==> config.mk <==
export PLATFORM = sky130hd
export DESIGN_NAME = mem_port_arbiter
export DESIGN_NICKNAME = d
export VERILOG_FILES = /design/src/rtl/mem_arb_pkg.sv /design/src/rtl/rr_picker.sv /design/src/rtl/mem_port_arbiter.sv
export SDC_FILE = /design/constraint.sdc
export NUM_CORES = 1
export LEC_CHECK = 0
export ABC_AREA = 1
export CAP_MARGIN = 10
export CORE_AREA = 2 2 139 141
export CTS_CLUSTER_SIZE = 28
export DETAILED_ROUTE_END_ITERATION = 10
export DIE_AREA = 0 0 141 143
export PLACE_DENSITY = 0.76
export SLEW_MARGIN = 25
export SYNTH_ARGS = -nofsm -noshare
export SYNTH_HDL_FRONTEND = slang
export SYNTH_HIERARCHICAL = 1
export SYNTH_SLANG_ARGS = --single-unit
==> constraint.sdc <==
create_clock -name clk -period 3.7 [get_ports clk]
set_clock_uncertainty 0.15 [all_clocks]
set_input_delay 0.74 -clock clk [delete_from_list [all_inputs] [get_ports clk]]
set_output_delay 0.74 -clock clk [all_outputs]
set_load 0.02 [all_outputs]
==> src/rtl/mem_arb_pkg.sv <==
// Shared types and constants for the memory-port arbiter and its helpers.
package mem_arb_pkg;

  typedef enum logic [1:0] {
    ARB_IDLE  = 2'd0,
    ARB_ISSUE = 2'd1,
    ARB_WAIT  = 2'd2
  } arb_state_e;

  localparam int unsigned REQ_IFETCH = 0;
  localparam int unsigned REQ_DATA   = 1;
  localparam int unsigned REQ_VEC    = 2;

  localparam int unsigned TIMEOUT_CYCLES_DEF = 1024;

endpackage

==> src/rtl/rr_picker.sv <==
// Combinational round-robin picker: first requester at or after ptr_i, wrapping.
module rr_picker #(
  parameter int unsigned N_REQ = 3,
  parameter int unsigned PW    = (N_REQ > 1) ? $clog2(N_REQ) : 1
) (
  input  logic [N_REQ-1:0] req_i,
  input  logic [PW-1:0]    ptr_i,
  output logic [PW-1:0]    winner_o,
  output logic             valid_o
);

  always_comb begin
    winner_o = '0;
    valid_o  = 1'b0;
    for (int unsigned i = 0; i < N_REQ; i++) begin
      int unsigned idx;
      idx = (32'(ptr_i) + i) % N_REQ;
      if (!valid_o && req_i[idx]) begin
        winner_o = PW'(idx);
        valid_o  = 1'b1;
      end
    end
  end

endmodule

==> src/rtl/mem_port_arbiter.sv <==
// Round-robin arbiter sharing the single MMU memory port, one transaction in flight.
// Optional watchdog enabled by defining MEM_ARB_TIMEOUT_EN.
module mem_port_arbiter
  import mem_arb_pkg::*;
#(
  parameter int unsigned N_REQ          = 3,
  parameter int unsigned MEM_W          = 32,
  parameter int unsigned TIMEOUT_CYCLES = TIMEOUT_CYCLES_DEF
) (
  input  logic                     clk,
  input  logic                     rst,
  input  logic [N_REQ-1:0]         req_i,
  input  logic [N_REQ*32-1:0]      addr_i,
  input  logic [N_REQ-1:0]         we_i,
  input  logic [N_REQ*MEM_W/8-1:0] be_i,
  input  logic [N_REQ*MEM_W-1:0]   wdata_i,
  output logic [N_REQ-1:0]         gnt_o,
  output logic [N_REQ-1:0]         rvalid_o,
  output logic [N_REQ-1:0]         err_o,
  output logic [MEM_W-1:0]         rdata_o,
  output logic                     mem_req_o,
  output logic [31:0]              mem_addr_o,
  output logic                     mem_we_o,
  output logic [MEM_W/8-1:0]       mem_be_o,
  output logic [MEM_W-1:0]         mem_wdata_o,
  input  logic                     mem_rvalid_i,
  input  logic                     mem_err_i,
  input  logic [MEM_W-1:0]         mem_rdata_i,
  output logic                     busy_o,
  output logic                     spurious_o
);

  localparam int unsigned PW = (N_REQ > 1) ? $clog2(N_REQ) : 1;
  localparam int unsigned BW = MEM_W / 8;

  arb_state_e         state_q;
  logic [PW-1:0]      rr_ptr_q, winner_q, pick_idx, rr_next;
  logic               pick_valid;
  logic [31:0]        addr_q, sel_addr;
  logic               we_q, sel_we;
  logic [BW-1:0]      be_q, sel_be;
  logic [MEM_W-1:0]   wdata_q, sel_wdata;
  logic               spurious_q;
  logic               busy, resp_c, timeout_c;
  logic [N_REQ-1:0]   win_oh, pick_oh;

  rr_picker #(.N_REQ(N_REQ), .PW(PW)) u_picker (
    .req_i    (req_i),
    .ptr_i    (rr_ptr_q),
    .winner_o (pick_idx),
    .valid_o  (pick_valid)
  );

  always_comb begin
    sel_addr  = '0;
    sel_we    = 1'b0;
    sel_be    = '0;
    sel_wdata = '0;
    for (int unsigned r = 0; r < N_REQ; r++) begin
      if (PW'(r) == pick_idx) begin
        sel_addr  = addr_i[r*32 +: 32];
        sel_we    = we_i[r];
        sel_be    = be_i[r*BW +: BW];
        sel_wdata = wdata_i[r*MEM_W +: MEM_W];
      end
    end
  end

  assign busy    = (state_q != ARB_IDLE);
  assign resp_c  = busy && (mem_rvalid_i || mem_err_i);
  assign win_oh  = N_REQ'(1) << winner_q;
  assign pick_oh = N_REQ'(1) << pick_idx;
  assign rr_next = (winner_q == PW'(N_REQ - 1)) ? '0 : winner_q + 1'b1;

`ifdef MEM_ARB_TIMEOUT_EN
  logic [15:0] cnt_q;
  assign timeout_c = busy && (cnt_q == 16'(TIMEOUT_CYCLES));
`else
  assign timeout_c = 1'b0;
`endif

  always_ff @(posedge clk or posedge rst) begin
    if (rst) begin
      state_q    <= ARB_IDLE;
      rr_ptr_q   <= '0;
      winner_q   <= '0;
      addr_q     <= '0;
      we_q       <= 1'b0;
      be_q       <= '0;
      wdata_q    <= '0;
      spurious_q <= 1'b0;
`ifdef MEM_ARB_TIMEOUT_EN
      cnt_q      <= '0;
`endif
    end else begin
      if (!busy && (mem_rvalid_i || mem_err_i)) spurious_q <= 1'b1;
`ifdef MEM_ARB_TIMEOUT_EN
      if (busy) cnt_q <= cnt_q + 16'd1;
`endif
      case (state_q)
        ARB_IDLE: begin
          if (pick_valid) begin
            winner_q <= pick_idx;
            addr_q   <= sel_addr;
            we_q     <= sel_we;
            be_q     <= sel_be;
            wdata_q  <= sel_wdata;
            state_q  <= ARB_ISSUE;
`ifdef MEM_ARB_TIMEOUT_EN
            cnt_q    <= '0;
`endif
          end
        end
        ARB_ISSUE, ARB_WAIT: begin
          // A response (or watchdog expiry) ends the transaction even while still in ISSUE.
          if (resp_c || timeout_c) begin
            rr_ptr_q <= rr_next;
            state_q  <= ARB_IDLE;
          end else begin
            state_q  <= ARB_WAIT;
          end
        end
        default: state_q <= ARB_IDLE;
      endcase
    end
  end

  assign gnt_o       = (!busy && pick_valid) ? pick_oh : '0;
  assign rvalid_o    = (busy && mem_rvalid_i && !mem_err_i) ? win_oh : '0;
  assign err_o       = (busy && (mem_err_i || timeout_c)) ? win_oh : '0;
  assign rdata_o     = busy ? mem_rdata_i : '0;
  assign mem_req_o   = (state_q == ARB_ISSUE);
  assign mem_addr_o  = addr_q;
  assign mem_we_o    = we_q;
  assign mem_be_o    = be_q;
  assign mem_wdata_o = wdata_q;
  assign busy_o      = busy;
  assign spurious_o  = spurious_q;

endmodule

==> results.txt <==
----------------------------------------------------
[Outcome]
  Outcome ... complete, no violations

[Setup path]
  Setup slack of the worst register-to-register path ... 0.55 ns
  Nature of the critical path startpoint ... input pin
  Critical Path Sink Type ... output pin
  Setup Crit Path Kind ... in -> out
  Depth of the most critical reg-to-reg path ... 15
  Launch point of the worst reg-to-reg path ... rr_ptr_q[0]
  Data arrival, critical path ... 2.66 ns
  Highest net fanout along the worst path ... 5
  Reg-to-Reg End ... mem_be_o[1]
  Required time of the critical path ... roughly 2.8 ns

[GRT]
  Initial antenna violation count ... 0
  Maximum number of pins on one net before global-route repair ... 71
  Via count of the first global-routing pass ... 6220
  First-pass GRT wire length ... 31.7 mm
  Global-route usage over all layers ... 0.199
  Remaining Overflow, GRT ... 0

[Clock tree]
  Total number of clock tree sinks ... 76
  Clock latency on the worst-skew pair ... 0.34 ns
  Root buffer cell ... clkbuf_16
  Clock buffer count from CTS ... 9
  H-tree Lvls ... 3
  Buffer depth of the longest clock path ... 2
  CTS tree ... yes
  Reg clk slew, reported paths ... 0.06 ns

[Route]
  Top routing layer used ... met4
  WL met2 ... 10.6 mm
  Count of vias placed by the detailed router ... around 6500
  Length of routed wiring on met1 ... 8.03 mm
  Antenna-violating nets left ... 0
  Wire per inst ... between 10 and 15 µm
  Post-detailed-routing wire length ... a little over 20 mm
  Post-detailed-route via-to-cell ratio ... 4.59
  Number of iterations in the first detailed-routing pass ... 4
  DRC ... 0
  Met3 layer wire length in the routed design ... between 1.5 and 2 mm
  Starting DRC count in detailed routing ... ~300

[STA]
  Final hold violation count ... 0
  Tightest Pin Transition ... 1.05 ns
  Clock period minus worst slack ... 3.55 ns
  Final critical-path share of the clock period ... 0.959
  Slew margin rel. ... 0.301
  Max Clock Freq ... approximately 0.28 GHz
  Setup violators final ... 0
  Unrepaired setup endpoints after global routing ... no
  Number of pins exceeding their max-slew limit in the final report ... 0

[Layout]
  Final Cell Area ... 9340 µm²
  Area Overhead vs Synth ... 78.6%
  Proportion of layout cells with a drive suffix above 1 ... 0.0506
  Number of fillers in the final layout ... 1865
  Final net count ... 1433
  Ant diodes ... 0
  Finished Layout Cells ... around 1400

[Min path]
  Worst Hold Path Cells ... 1
  Worst Hold Class ... reg -> reg
  Worst min-delay path startpoint ... spurious_o
  Hold Path Sink ... spurious_o

[Floorplan]
  Boundary Pins ... 359
  Row count ... 50
  Area of the core ... 18600 µm²
  Die area ... 20200 µm²
  Vertical die dimension ... 143 µm
  Die W ... between 100 and 150 µm
  Starting utilization of the core area ... 0.281

[Synth]
  Gate Count Post-Synth ... 849
  Number of warnings issued by yosys ... 6
  Distinct cell type count of the synthesized netlist ... 22
  Post-synthesis sequential element count ... 76
  Most area-consuming cells after synthesis ... dfrtp_1, nor2_1, nand2_1
  Synthesized area ... ~5200 µm²
  Cell type with the largest total area after synthesis ... dfrtp_1
  Fraction of post-synthesis cell area in the top cell type by area ... 0.364
  Number of nets in the synthesized netlist ... 1102
  Fraction of the yosys area taken by sequential cells ... 0.364
  Syn_area_per_cell ... 6.16 µm²

[Power and ir drop]
  Power Total ... approximately 8.9 mW
  P_leak ... approximately 4.3 nW
  Power per standard cell area ... ~950 nW/µm²
  Peak VDD IR ... 1070 µV

[Place]
  Last weighted congestion value of the routability-driven placer ... between 0.8 and 0.9
  Number of instances in the placed design ... 1403
  IO Port Bufs ... approximately 360
  Area of placed instances ... 8970 µm²
  Estimated wirelength of the detail-placed design ... 15.5 mm

[Run]
  Max-cap check violation count ... 0

----------------------------------------------------
cells in the final DEF, fill, tap and decap left out, drive strengths merged:
master,count
or2,2
dlygate4sd2,1
nand2,238
nor3,4
a21o,1
dlymetal6s2s,1
clkdlybuf4s50,354
a21oi,1
ha,7
a31oi,1
inv,56
dfrtp,76
nor2,247
buf,20
nor4,2
clkinv,4
o21ai,8
bufinv,3
nand3,149
clkbuf,10
flip-flops by register name, indices dropped and copies added, names as in the netlist:
signal,flops
mem_wdata_o,32
mem_be_o,4
mem_we_o,1
state_q,2
winner_q,2
spurious_o,1
rr_ptr_q,2
mem_addr_o,32
cells by family after synthesis:
group / after synthesis / share of synthesized area
and+or+nand+nor: 642 / 0.508
adders and majority gates: 7 / 0.0167
DFF: 76 / 0.364
buffers and inverters: 113 / 0.101
AOI/OAI and AO/OA: 11 / 0.0112
power breakdown:
| part | internal, mW | switching [mW] |
|---|---|---|
| combinational | 2.44 | 3.88 |
| sequential | 1.29 | 0.225 |
| clock | 0.661 | 0.359 |
| total | 4.39 | 4.47 |
synthesized netlist by cell type:
library cell and number:
or2_1 1, clkbuf_1 5, inv_1 52, nand3_1 149, buf_4 9, nor4_1 2, nand2_1 227, nand2_2 11
nor3_1 4, buf_6 1, ha_1 7, dfrtp_1 76, a31oi_1 1, nor2_8 1, buf_2 40, a21o_1 1
or2_2 1, nor2_1 246, a21oi_1 1, inv_2 5, buf_8 1, o21ai_0 8
what timing repair did:
item                                    4_1_cts  5_1_grt
gates resized for setup                       3        7
pin swaps                                     0        1
hold buffers                                  0        0
endpoints found under the setup margin        3        2
buffers inserted                              0        0
critical path: stages:
cell and delay (ns):
clkdlybuf4s50_1 0.53, nand2_1 0.06, nand3_1 0.10, nand2_2 0.07
nand2_1 0.07, inv_1 0.05, buf_4 0.12, nand3_1 0.08
nand2_2 0.07, buf_4 0.18, nor3_2 0.36, buf_4 0.22
how the worst max path moves through the flow:
stage                           start  endpoint  slack, ns
after floorplan           rr_ptr_q[0]  gnt_o[1]       0.48
after detailed placement     req_i[2]  gnt_o[0]      -0.17
after global placement       req_i[2]  gnt_o[0]      -0.09
after CTS                    req_i[2]  gnt_o[1]       0.02
after global routing         req_i[1]  gnt_o[1]      0.006
final                        req_i[1]  gnt_o[0]       0.15
layer usage:
metal / GRT usage / vias up
li1: - / 3290
met1: 0.220 / 2937
met2: 0.375 / 262
met3: 0.0449 / 30
met4: 0.0716 / 0
met5: 0 / -
per-stage QoR:
step                 util  setup slack (ns)  hold slack (ns)  TNS [ns]
global route        0.503           0.00581            0.348         0
detailed placement  0.483            -0.168            0.293    -0.269
global placement    0.483           -0.0882            0.293   -0.0882
CTS                 0.501            0.0210            0.308         0
floorplan               -             0.476            0.316         0
finish              0.503             0.152            0.303         0
area by class of cell:
cell class / instances / area, µm² / share of cell area
clock buffers: 10 / 229 / 0.0245
clock inverters: 6 / 113 / 0.0121
inverters: 57 / 218 / 0.0233
multi-input cells: 660 / 2830 / 0.303
flip-flops and latches: 76 / 1900 / 0.204
well taps: 234 / 293 / 0.0313
repair buffers: 376 / 3760 / 0.402
Power figures use the tool's default switching activity.
